--- config.mk ---
export PLATFORM = sky130hd
export DESIGN_NAME = mem_stage_waited
export DESIGN_NICKNAME = d
export VERILOG_FILES = /design/src/rtl/mem_stage_waited.sv
export SDC_FILE = /design/constraint.sdc
export NUM_CORES = 2
export LEC_CHECK = 0
export ABC_CLOCK_PERIOD_IN_PS = 4200
export CAP_MARGIN = 20
export CORE_ASPECT_RATIO = 0.9
export CORE_MARGIN = 2
export CORE_UTILIZATION = 63
export DETAILED_ROUTE_END_ITERATION = 8
export DONT_BUFFER_PORTS = 1
export HOLD_SLACK_MARGIN = 0.03
export PLACE_DENSITY = 0.79
export SETUP_SLACK_MARGIN = 0.2
export SYNTH_ARGS = -nofsm -noshare
export SYNTH_HDL_FRONTEND = slang
export SYNTH_SLANG_ARGS = --single-unit
export TNS_END_PERCENT = 50
--- constraint.sdc ---
create_clock -name clk -period 4.2 [get_ports clk]
set_clock_uncertainty 0.05 [all_clocks]
set_input_delay 0.21 -clock clk [delete_from_list [all_inputs] [get_ports clk]]
set_output_delay 0.21 -clock clk [all_outputs]
set_load 0.1 [all_outputs]
--- src/rtl/mem_stage_waited.sv ---
// mem_stage_waited
//   MEM pipeline stage with a private word-addressed data memory and an
//   emulated access latency. A load or store is held by the upstream stage
//   until ready_out rises. The stage then spends WAIT_CYCLES cycles in BUSY,
//   commits the access, and reports completion for one cycle in DONE.
//
// Ports
//   clk           rising-edge clock
//   rst           asynchronous, active-low reset
//   mem_read_in   load request, held until ready_out=1
//   mem_write_in  store request, held until ready_out=1 (wins over a load)
//   address_in    byte address; BASE_ADDR maps to word 0, low 2 bits ignored
//   data_in       store data
//   data_out      registered load result, held until the next load completes
//   ready_out     0 = freeze upstream, 1 = stage may advance
//   state_dbg     current FSM state (0=IDLE, 1=BUSY, 2=DONE)
//
// Handshake: a request (mem_read_in | mem_write_in) is presented and held
// with stable address/data/type while ready_out=0. The cycle in which
// ready_out=1 with the request still high is the completion cycle. The
// upstream stage advances there and must drop or change the request before
// the next edge. Dropping the request while the stage is BUSY aborts the
// access: memory is not written and data_out is left unchanged.
module mem_stage_waited #(
  parameter int DATA_W      = 32,
  parameter int ADDR_W      = 32,
  parameter int DEPTH       = 64,
  parameter int BASE_ADDR   = 1024,
  parameter int WAIT_CYCLES = 4
) (
  input  logic              clk,
  input  logic              rst,
  input  logic              mem_read_in,
  input  logic              mem_write_in,
  input  logic [ADDR_W-1:0] address_in,
  input  logic [DATA_W-1:0] data_in,
  output logic [DATA_W-1:0] data_out,
  output logic              ready_out,
  output logic [1:0]        state_dbg
);

  localparam int IDX_W = $clog2(DEPTH);
  localparam int CNT_W = (WAIT_CYCLES > 1) ? $clog2(WAIT_CYCLES) : 1;
  localparam logic [CNT_W-1:0] CNT_INIT = CNT_W'(WAIT_CYCLES - 1);

  typedef enum logic [1:0] {
    IDLE = 2'd0,
    BUSY = 2'd1,
    DONE = 2'd2
  } state_t;

  state_t            state, state_nxt;
  logic [CNT_W-1:0]  cnt, cnt_nxt;
  logic              req;
  logic              commit;
  logic [ADDR_W-1:0] offset;
  logic [IDX_W-1:0]  index;
  logic              unused_offset_bits;

  logic [DATA_W-1:0] mem [DEPTH];

  assign req = mem_read_in | mem_write_in;

  // Word index relative to BASE_ADDR. Taking only IDX_W bits above the
  // byte lane gives the modulo-DEPTH wrap for free.
  assign offset             = address_in - ADDR_W'(BASE_ADDR);
  assign index              = offset[IDX_W+1:2];
  assign unused_offset_bits = ^{offset[ADDR_W-1:IDX_W+2], offset[1:0]};

  assign ready_out = ~req | (state == DONE);
  assign state_dbg = state;

  always_comb begin
    state_nxt = state;
    cnt_nxt   = cnt;
    commit    = 1'b0;
    case (state)
      IDLE: begin
        if (req) begin
          state_nxt = BUSY;
          cnt_nxt   = CNT_INIT;
        end
      end
      BUSY: begin
        if (!req) begin
          // Upstream withdrew the request: abandon it without side effects.
          state_nxt = IDLE;
          cnt_nxt   = '0;
        end else if (cnt != '0) begin
          cnt_nxt = cnt - 1'b1;
        end else begin
          commit    = 1'b1;
          state_nxt = DONE;
        end
      end
      DONE: begin
        state_nxt = IDLE;
      end
      default: begin
        state_nxt = IDLE;
        cnt_nxt   = '0;
      end
    endcase
  end

  always_ff @(posedge clk or negedge rst) begin
    if (!rst) begin
      state    <= IDLE;
      cnt      <= '0;
      data_out <= '0;
    end else begin
      state <= state_nxt;
      cnt   <= cnt_nxt;
      // A store takes priority, so a simultaneous load leaves data_out alone.
      if (commit && !mem_write_in && mem_read_in) begin
        data_out <= mem[index];
      end
    end
  end

  // Memory contents survive reset. An asynchronous reset forces the state
  // to IDLE, so commit cannot fire while reset is held.
  always_ff @(posedge clk) begin
    if (commit && mem_write_in) begin
      mem[index] <= data_in;
    end
  end

endmodule

# After elaboration in Yosys (flattened, before gate mapping)
# Memories as Yosys holds them, arrays and structs flattened. A register that Yosys moved wholly into a read port is not among the register bits.
# Index checks and enable logic that the tools add are counted.
# W data, S select, Z words.
[totals] out_inout_bits=35 regBits=4 mem_count=1 ramBits=2048 input_bits=68 word_cells=36
[mem_list] memory="mem" words=64 word_bits=32 rd=1 rd_ports_with_merged_regs=1 wr=1 line="60" rtl="logic [DATA_W-1:0] mem [DEPTH];"
[op_classes] n_mux=13 add_sub_neg=2 n_reduce_logical=9 bitwise=4 eq_ne=5
[ops] operator="$mux W2" count=6
[ops] operator="$sub A8 B1 Y8 const B" count=1
[ops] operator="$ne A3 B3 Y1 const B" count=2
[ops] operator="$pmux W2 S3" count=1
[ops] operator="$mux W1" count=5
[ops] operator="$pmux W2 S2" count=1
[ops] operator="$logic_and A1 B1 Y1" count=3
[ops] operator="$reduce_and A3 Y1" count=1
[ops] operator="$eq A2 B1 Y1 const B" count=1
[ops] operator="$eq A2 B2 Y1 const B" count=1
[ops] operator="$logic_not A1 Y1" count=2
[ops] operator="$logic_not A2 Y1" count=1
[ops] operator="$ne A2 B2 Y1 const B" count=1
[ops] operator="$not A1 Y1" count=2
[ops] operator="$or A1 B1 Y1" count=2
[ops] operator="$reduce_and A2 Y1" count=1
[ops] operator="$reduce_bool A2 Y1" count=1
[ops] operator="$sub A2 B1 Y2 const B" count=1

# Depth between registers and ports, before layout
[depth] word_depth=7 depth_mapped=11 ltp_nobuf=8

# Worst setup path before layout
# No wires, ideal clock.
[synth_timing] path_type="register to register" from="reg state[0], in the netlist state_dbg[0]" to="mem mem[55][0] (enable)" path_slack_ps=452 period_less_slack_ps=3748 path_stages_with_launch=6 path_buffers=0 t_arrival_ps=3277 setup_time_ps=421 required_ps=3729 path_cell_list="dfrtp_1 -> nand2_1 -> nor3b_1 -> and2_1 -> nand2_1 -> nor2_1"
[synth_via] elab_chain_len=5
[synth_lines] element="start, declared" line="52" rtl="state_t state, state_nxt;"
[synth_lines] element="start signal, assigned" line="112" rtl="state <= state_nxt;"
[synth_lines] element="$eq A2 B1 Y1" line="77" rtl="case (state)"
[synth_lines] element="$mux W1" line="77"
[synth_lines] element="$logic_and A1 B1 Y1" line="124" rtl="if (commit && mem_write_in) begin"
[synth_lines] element="$mux W1" line="124"
[synth_lines] element="$mux W1 (implied by the code)" line="125" rtl="mem[index] <= data_in;"
[synth_lines] element="end, declared" line="60"
# No other way between the ends.

# Final worst setup path
[layout_timing] from="reg cnt[0]" to="reg data_out[21] (read register of mem)"
[layout_via] elab_chain_len=6
[layout_lines] element="start, declared" line="53" rtl="logic [CNT_W-1:0] cnt, cnt_nxt;"
[layout_lines] element="start signal, assigned" line="113" rtl="cnt <= cnt_nxt;"
[layout_lines] element="$reduce_bool A2 Y1" line="89" rtl="end else if (cnt != '0) begin"
[layout_lines] element="$mux W1" line="89"
[layout_lines] element="$mux W1" line="85" rtl="if (!req) begin"
[layout_lines] element="$mux W1" line="77"
[layout_lines] element="$logic_and A1 B1 Y1 (2 in series)" line="115" rtl="if (commit && !mem_write_in && mem_read_in) begin"
[layout_lines] element="end, declared" line="37" rtl="output logic [DATA_W-1:0] data_out,"
# No other way between the ends.
# A chain may end at the register's enable or synchronous reset.

==> qor.txt <==
met3 Use GR - 10.7%
Pint - 33.3 mW
Avg WL per Cell - 36.6 um
sequential power share - 56.1%
area leader, netlist - edfxtp_1
crit share post-route - 87.2%
Post-CTS Resized - 0
Worst slew margin - 13.4%
mapped cell area - 79,500 um^2
met1 GRT Util - 47.1%
Worst-Skew Late Latency - 0.83 ns
post-route setup slack - 0.537 ns
adder-cell share of the synthesized area - 0.0157%
Worst Path Max Fanout - 48
initial DRC count - 8,086
Ys Warns - 0
vias in the first global route - 44,979
FF+latch count, synth - 2,084
ys async rst share - 1.73%
# fillers - 7,013
Critical Path Start Type - register
DRC viols - 0
most used flip-flop cell after synthesis - edfxtp_1
IO buf count - 0
Setup TNS Final - 0 ns
routed vias/inst - 7.35
post-CTS setup buffer count - 0
first-pass GRT wire length - 319,000 um
largest net degree at the start of global routing - 461
number of synthesized flops with an enable pin - 2,048
post-route minimum period - 3.66 ns
Finished Layout Cells - 6,173
Fmax achieved - 273 MHz
Fin. Hold Viols - 0
hold crit path type - input port to register
Slowest cell on crit path - a2111oi_0
worst-margin pin slew - 1.30 ns
largest family of logic cells by synthesized area - multiplexers
crit-path leading delay family - compound AO/OA/AOI/OAI gates
top area cells in the synthesized netlist - edfxtp_1 (77%), mux4_2 (4.5%), mux2i_1 (3.9%)
worst path arrival time - 4.31 ns
antenna violations before repair - 6
RSZ-0062 raised after global routing - no
Core Rows - 123
Initial Utilization - 63.5%
share of cells above drive strength 1 - 17.8%
Area Overhead vs Synth - 13.2%
maximum clock path buffer count - 3
DP Worst Slack - 0.981 ns
dpl hpwl - 118,000 um
peak supply drop - 0.000474 V
crit path kind - register to register
library cells used by synthesis - 61
H-tree levels - 4
worst endpoint required time - 4.85 ns
synthesized netlist cell count - 4,162
CP max stage delay - 0.69 ns
Tot Pwr - 43.8 mW
count of final setup violators - 0
DR pass1 iterations - 7
clk slew on worst S/H paths - 0.06 ns
Final GP Congestion - 0.863
Yosys top cell area share - 77.4%
Cell Pwr Density - 486 nW/um^2
clock network fraction of total power - 38.4%
DRT antenna net count - 0
Mapped Avg Cell Area - 19.1 um^2
Die Wd - 378 um
clk sinks - 2,084
outcome - completed
layer with the highest usage - met2
CP Cell Sequence - inv_1 -> ha_1 -> nand2_1 -> nor4b_2 -> buf_12 -> o2111ai_1 -> a2111oi_0 -> a41oi_1 -> dlygate4sd3_1
total grt overflow - 0
Worst setup EP type - register
chip height - 341 um
CTS Root Cell - clkbuf_16
Core ar. - 125,000 um^2
leakage power - 28.7 nW
P_sw - 10.5 mW
total track usage - 35.2%
Comb pwr share - 5.5%
Buf/Inv on CP - 3
Slew Viols, Final - 0
CTS Buf Count - 188
CTS tree - yes
compound-cell area share of the yosys netlist - 7.95%
via count - 45,401
met2 usage - 52.6%
Net Sw Frac - 23.9%
placed cell count - 5,750
nets - 4,403
DIE AREA - 129,000 um^2
# IOs - 103
post-synthesis mux area share - 9.35%
# Max-Cap Violations - 0
Post-Route WL - 226,000 um
syn nets - 4,231
Synth Area in XOR/XNOR - 0%
Synth Area in Simple Gates - 2.22%
register area share after synthesis - 78.5%
==> worst paths after layout <==
kind | start | cells past startpoint | endpoint | slack (ns)
min reg2reg | cnt[1] | 1 | cnt[1] | 0.47
max in group asynchronous | rst | 4 | data_out[28] | 3.22
min | address_in[6] | 3 | data_out[13] | 0.11
max | cnt[0] | 9 | data_out[21] | 0.54
max reg2reg | cnt[0] | 9 | data_out[21] | 0.54
min in group asynchronous | rst | 4 | data_out[4] | 0.54
==> power by group through the flow <==
stage / clock, mW / sequential (mW) / combinational [mW]
after global routing: 17.6 / 24.5 / 2.47
after detailed placement: 0 / 24.9 / 1.80
after global placement: 0 / 24.9 / 1.74
final: 16.8 / 24.5 / 2.42
after floorplan: 0 / 24.8 / 1.31
after CTS: 16.8 / 24.5 / 2.33
==> placed cells by master (no fill, tap or decap), drive strengths merged, types with 12 or more instances in the layout <==
cell,Yosys,routed
a21oi,56,56
a221oi,283,283
a22o,23,23
a22oi,148,148
a31oi,25,25
and3,12,12
buf,188,223
clkbuf,99,263
clkinv,0,60
dfrtp,36,36
dlygate4sd3,0,46
edfxtp,2048,2048
mux2,64,64
mux2i,313,313
mux4,159,159
nand2,84,84
nand3,45,45
nand4,21,21
nor2,194,194
o21ai,122,122
o22a,12,12
o22ai,102,102
o32a,22,22
==> synth_stat cells (all sizes together), types with 3 or more instances <==
cell type  number
inv             6
o22ai         102
o21ai         122
a2111oi         5
and2           10
a22o           23
buf           188
o22a           12
nand2          84
edfxtp       2048
a21oi          56
o32ai           3
nand2b          4
a31oi          25
and3b           3
mux2           64
o32a           22
o211ai          5
o2111ai         8
mux2i         313
a22oi         148
a221oi        283
o221ai          5
a32oi           8
dfrtp          36
clkbuf         99
nand3          45
nor2b           8
a211oi          3
nor3            7
mux4          159
nor2          194
nand4          21
a41oi           3
and3           12
a221o           7
==> final cells by class <==
cell class	instances	area, um^2	area share, %
Antenna cell	2	5.00	0.00556
Clock buffer	263	5310	5.90
Clock inverter	77	649	0.722
Inverter	6	28.8	0.0320
Multi-Input combinational cell	1785	16100	17.9
Sequential cell	2084	62400	69.4
Tap cell	1687	2110	2.35
Timing Repair Buffer	269	3350	3.73
==> cells by family (layout without fill, tap and decap cells) <==
| kind of cell | after synthesis | in the layout |
|---|---|---|
| AOI/OAI and AO/OA | 849 | 849 |
| adders and majority gates | 1 | 1 |
| buffers and inverters | 293 | 615 |
| DFF | 2084 | 2084 |
| muxes | 536 | 536 |
| other | 0 | 2 |
| and+or+nand+nor | 399 | 399 |
==> per-stage QoR <==
| step | hold WS, ns | util, % | area (um^2) |
|---|---|---|---|
| after global routing | 0.0812 | 71.9 | 90000 |
| after floorplan | -0.136 | - | 79500 |
| after CTS | 0.0311 | 71.9 | 90000 |
| after detailed placement | -0.133 | 66.0 | 82600 |
| after global placement | -0.133 | 66.0 | 82600 |
| final | 0.110 | 71.9 | 90000 |
==> sequential cells by signal, indices dropped and copies added (netlist names) <==
signal     flops
data_out      32
mem         2048
cnt            2
state_dbg      2
==> worst register-to-register path: stages (launching register included) <==
cell and delay, ns:
dfrtp_1 0.40, inv_1 0.10, ha_1 0.24, nand2_1 0.13
nor4b_2 0.41, buf_12 0.39, o2111ai_1 0.26, a2111oi_0 0.69
a41oi_1 0.24, dlygate4sd3_1 0.63
==> layer usage <==
| layer | wire, um | up-vias |
|---|---|---|
| met4 | 14300 | 6 |
| met2 | 102000 | 4120 |
| met1 | 74600 | 22782 |
| met5 | 38 | - |
| li1 | - | 17719 |
| met3 | 35000 | 774 |
==> timing repair <==
item                                    4_1_cts  5_1_grt
hold buffers                                 81        0
endpoints found under the setup margin        0        0
endpoints found under the hold margin      2129        0
Note: power is estimated with default switching activity, not from simulation.
